**config.mk**
```make
export PLATFORM = sky130hd
export DESIGN_NAME = vga_ctrl
export DESIGN_NICKNAME = d
export VERILOG_FILES = /design/src/rtl/vga_timing_pkg.sv /design/src/rtl/vga_ctrl.sv
export SDC_FILE = /design/constraint.sdc
export NUM_CORES = 1
export LEC_CHECK = 0
export CELL_PAD_IN_SITES_DETAIL_PLACEMENT = 0
export CELL_PAD_IN_SITES_GLOBAL_PLACEMENT = 2
export CORE_ASPECT_RATIO = 1.75
export CORE_MARGIN = 5
export CORE_UTILIZATION = 26
export DETAILED_ROUTE_END_ITERATION = 10
export PLACE_DENSITY = 0.78
export SLEW_MARGIN = 40
export SYNTH_ARGS = -nofsm -noshare
export SYNTH_HDL_FRONTEND = slang
export SYNTH_SLANG_ARGS = --single-unit
```
**constraint.sdc**
```tcl
create_clock -name vga_clk -period 3.5 [get_ports vga_clk]
set_clock_uncertainty 0.1 [all_clocks]
set_input_delay 0.875 -clock vga_clk [delete_from_list [all_inputs] [get_ports vga_clk]]
set_output_delay 0.875 -clock vga_clk [all_outputs]
set_load 0.1 [all_outputs]
```
**src/rtl/vga_timing_pkg.sv**
```systemverilog
// vga_timing_pkg: 640x480@60 Hz VGA timing constants and shared colours.
// Used by vga_ctrl and by the picture-generation blocks that feed it.
package vga_timing_pkg;

  // Horizontal timing, in vga_clk cycles
  localparam logic [9:0] H_SYNC  = 10'd96;
  localparam logic [9:0] H_BACK  = 10'd40;
  localparam logic [9:0] H_LEFT  = 10'd8;
  localparam logic [9:0] H_VALID = 10'd640;
  localparam logic [9:0] H_RIGHT = 10'd8;
  localparam logic [9:0] H_FRONT = 10'd8;

  // Vertical timing, in lines
  localparam logic [9:0] V_SYNC   = 10'd2;
  localparam logic [9:0] V_BACK   = 10'd25;
  localparam logic [9:0] V_TOP    = 10'd8;
  localparam logic [9:0] V_VALID  = 10'd480;
  localparam logic [9:0] V_BOTTOM = 10'd8;
  localparam logic [9:0] V_FRONT  = 10'd2;

  // Derived: 800 clocks per line, 525 lines per frame
  localparam logic [9:0] H_TOTAL = H_SYNC + H_BACK + H_LEFT + H_VALID + H_RIGHT + H_FRONT;
  localparam logic [9:0] V_TOTAL = V_SYNC + V_BACK + V_TOP + V_VALID + V_BOTTOM + V_FRONT;

  // First active clock of a line (144) and first active line (35)
  localparam logic [9:0] H_ACT0 = H_SYNC + H_BACK + H_LEFT;
  localparam logic [9:0] V_ACT0 = V_SYNC + V_BACK + V_TOP;

  // RGB565 colours shared with the picture blocks
  localparam logic [15:0] BLACK  = 16'h0000;
  localparam logic [15:0] WHITE  = 16'hFFFF;
  localparam logic [15:0] GOLDEN = 16'hFEC0;

endpackage

```
**src/rtl/vga_ctrl.sv**
```systemverilog
// vga_ctrl: 640x480@60 Hz VGA timing generator on the 25 MHz vga_clk domain.
// Requests pixels one clock ahead via pix_x/pix_y and gates the returned pix_data
// onto rgb during the active window.
// Optional: define VGA_CTRL_FRAME_CNT_EN to add frame_start / frame_cnt outputs.
module vga_ctrl
  import vga_timing_pkg::*;
(
  input  logic        vga_clk,
  input  logic        sys_rst,
  input  logic [15:0] pix_data,
  output logic [9:0]  pix_x,
  output logic [9:0]  pix_y,
  output logic        hsync,
  output logic        vsync,
  output logic [15:0] rgb,
  output logic        rgb_valid
`ifdef VGA_CTRL_FRAME_CNT_EN
  ,
  output logic        frame_start,
  output logic [15:0] frame_cnt
`endif
);

  logic [9:0] cnt_h;
  logic [9:0] cnt_v;
  logic       h_end;
  logic       h_valid;
  logic       v_valid;
  logic       h_req;
  logic       pix_data_req;

  assign h_end = (cnt_h == H_TOTAL - 10'd1);

  // Horizontal counter: free-running 0..H_TOTAL-1
  always_ff @(posedge vga_clk or posedge sys_rst) begin
    if (sys_rst) begin
      cnt_h <= 10'd0;
    end else if (h_end) begin
      cnt_h <= 10'd0;
    end else begin
      cnt_h <= cnt_h + 10'd1;
    end
  end

  // Vertical counter: advances at end of each line, wraps with cnt_h at frame end
  always_ff @(posedge vga_clk or posedge sys_rst) begin
    if (sys_rst) begin
      cnt_v <= 10'd0;
    end else if (h_end) begin
      if (cnt_v == V_TOTAL - 10'd1) begin
        cnt_v <= 10'd0;
      end else begin
        cnt_v <= cnt_v + 10'd1;
      end
    end
  end

  // Output decode: syncs, active window, and request window one clock early
  always_comb begin
    hsync        = (cnt_h < H_SYNC);
    vsync        = (cnt_v < V_SYNC);
    h_valid      = (cnt_h >= H_ACT0) && (cnt_h < H_ACT0 + H_VALID);
    v_valid      = (cnt_v >= V_ACT0) && (cnt_v < V_ACT0 + V_VALID);
    h_req        = (cnt_h >= H_ACT0 - 10'd1) && (cnt_h < H_ACT0 + H_VALID - 10'd1);
    rgb_valid    = h_valid && v_valid;
    pix_data_req = h_req && v_valid;
    pix_x        = pix_data_req ? (cnt_h - (H_ACT0 - 10'd1)) : 10'h3FF;
    pix_y        = pix_data_req ? (cnt_v - V_ACT0) : 10'h3FF;
    rgb          = rgb_valid ? pix_data : BLACK;
  end

`ifdef VGA_CTRL_FRAME_CNT_EN
  assign frame_start = (cnt_h == 10'd0) && (cnt_v == 10'd0);

  // Frame counter: counts frame_start pulses, wraps naturally at 16 bits
  always_ff @(posedge vga_clk or posedge sys_rst) begin
    if (sys_rst) begin
      frame_cnt <= 16'd0;
    end else if (frame_start) begin
      frame_cnt <= frame_cnt + 16'd1;
    end
  end
`endif

endmodule
```
==> results.ini <==
[yosys]
synth-warning-count=0
syn_inst=200
ys.flop_type=dfrtp_1
avgSynthCellArea_sq_um=8.421
synth_top_cell_by_area=dfrtp_1
synth-edff-count=0
synth-async-reset-ratio_pct=100.0
synth_fp_nets=222
netlist_area_sq_um=1684
synth_area_leaders=dfrtp_1 30%, nand3_1 6.8%, and2_1 6.7%, xnor2_1 5.2%, xor2_1 3.6%
yosys.area.top_type_share_pct=29.72
yosysSeqAreaShare_pct=29.72
yosysUniqueCellTypes=44
synth-seq-cells=20

[sta]
finalCriticalPeriod_ps=3334
finalSetupViolations=0
slew_viol_final=0
tightestPinTransition_ps=663.5
finalCritPeriodShare_pct=95.26
fmax_mhz=299.9
hold_viol_final=0
slew_headroom_pct=55.52
holdWs_ps=449.2
rsz0062_at_grt=false

[min_path]
hp-class=reg -> reg

[critical_path]
critPathMaxStageDelay_ps=440
critPathCaptureType=output pin
start_kind=flip-flop
required_ps=2520
arrival_ps=2360
crit_type=reg -> out
crit_slowest_cell=dfrtp_1
critPathMaxFanout=17
path_cells=ha_2 -> nor4_4 -> nand4b_2 -> a221oi_4 -> buf_4 -> and2_1 -> buf_12

[final_layout]
design_area_sq_um=2754
fill_cells=632
final_cells=331
final_common_cell=buf_12
antenna_cells=0
drive_gt1_share_pct=29.88
layout_common_cells=37 x buf_12, 23 x nand3_1, 20 x dfrtp_1
fin_nets=275
syn2layout_area_growth_pct=63.52

[detailed_routing]
wl_microns=5173
vias_per_cell=4.952
vias=1639
wl_per_cell_microns=15.63
drtIter0Drc=97
detail-route-antenna-nets=0
drt-pass1-iter-count=4
drcViolationCount=0

[place]
io_buffers=56
dpl_cell_area_sq_um=2710
hpwlAfterDp_microns=4173
dpl.cell_count=328
gp_congestion=0.7823

[global_routing]
use_met3_pct=1.809
antenna_found_initial=0
grt_start_max_net_pins=21
grt_util_met2_pct=24.86
overflow=0
grt_pass1_vias=1655
grt_pass1_wl_microns=8438
grt.busiest_layer=met2
grt_use_met1_pct=13.44
grt_usage_pct=12.82

[run]
maxCapViolations=0

[die]
rows=38
dieWidth_microns=70.84
io_pins=57
die_h_microns=116.5
die_area_sq_um=8250
core_area_sq_um=6276
start_util_pct=26.83

[power_and_ir_drop]
power.leakage_nw=1.208
p_per_area_nw_per_um2=146.5
ir_worst_vdd_uv=121.4

[clock_network]
cts_root_buf=clkbuf_8
cts_max_level=1
cts_tree=built
hold_buffers=0
postCtsSetupBuffers=0
cts_buffers=3
clkTransAtPathRegs_ps=70
clockBufferDepth=2
numClockSinks=20
clk_latency_ps=250

[outcome]
status=finished clean

-- through the flow --
| stage | setup TNS, ps | worst slack (ps) | util, % | power [W] |
|---|---|---|---|---|
| 5_1_grt | 0 | 8.983 | 43.88 | 0.0004256 |
| 6_report | 0 | 165.9 | 43.88 | 0.0004036 |
| 2_1_floorplan | -74.42 | -47.37 | - | 0.0002390 |
| 4_1_cts | 0 | 41.72 | 43.84 | 0.0004110 |
| 3_5_place_dp | 0 | 335.4 | 43.18 | 0.0002588 |
| 3_3_place_gp | 0 | 379.0 | 43.18 | 0.0002588 |
-- sequential cells by signal (all words and copies together) (netlist names) --
signal  flops
cnt_v      10
cnt_h      10
-- metal layers --
metal | share of wire, % | vias up
met5 | 0 | -
met3 | 2.8 | 10
met1 | 34 | 774
li1 | - | 813
met2 | 60 | 42
met4 | 3.0 | 0
-- cell families (layout without fill, tap and decap cells) --
group,Yosys count,count (layout),share of synthesized area [%]
compound gates,33,33,14.79
fa+ha+maj,4,4,2.972
buf+inv,28,79,8.618
flops,20,20,29.72
xor+xnor,17,17,8.841
simple gates,98,98,35.07
-- power by group --
part	total, W	switching [W]	internal, W	leakage, nW
registers	0.000231	0	0.000231	0.265
logic	0.0000230	0.00000657	0.0000164	0.922
clock network	0.000150	0.0000731	0.0000766	0.0216
total	0.000404	0.0000797	0.000324	1.21
-- cell usage after synthesis (6+ instances only) --
| cell | instances |
|---|---|
| o21ai_0 | 9 |
| buf_2 | 8 |
| nand4_1 | 8 |
| nand2_1 | 13 |
| nand3_1 | 23 |
| dfrtp_1 | 20 |
| nor2_1 | 14 |
| inv_1 | 9 |
| clkbuf_1 | 6 |
| and2_1 | 18 |
| xor2_1 | 7 |
| xnor2_1 | 10 |
-- final cells by class --
type                            count  area [sq um]  share of cell area (%)
Timing Repair Buffer               67          1008                   36.62
Clock buffer                        3         41.29                   1.499
Inverter                            9         33.78                   1.227
Multi-Input combinational cell    152          1070                   38.85
Tap cell                           80         100.1                   3.635
Sequential cell                    20         500.5                   18.17
-- final timing paths --
| kind | from | end | slack (ps) | cells past startpoint |
|---|---|---|---|---|
| worst max-delay path | cnt_v[0] | rgb[4] | 170 | 7 |
| worst min-delay path | cnt_h[0] | cnt_h[0] | 450 | 1 |
| worst max register to register | cnt_h[0] | cnt_v[9] | 1370 | 5 |
| worst min register to register | cnt_h[0] | cnt_h[0] | 450 | 1 |
| max in group asynchronous | sys_rst | cnt_v[0] | 2150 | 2 |
| min in group asynchronous | sys_rst | cnt_v[9] | 850 | 2 |
-- critical path: cells and delay by family (launching register included) --
family	cells	cell delay (ps)
AO/OA/AOI/OAI	1	300
flip-flops	1	440
AND/OR/NAND/NOR	3	670
adder cells (fa/ha/maj)	1	270
buffers and inverters	2	410
-- what timing repair did --
action                                  4_1_cts  5_1_grt
endpoints found under the setup margin        0       18
gates resized for setup                       0        1
endpoints found under the hold margin         0        0
Note: power is estimated with default switching activity, not from simulation.
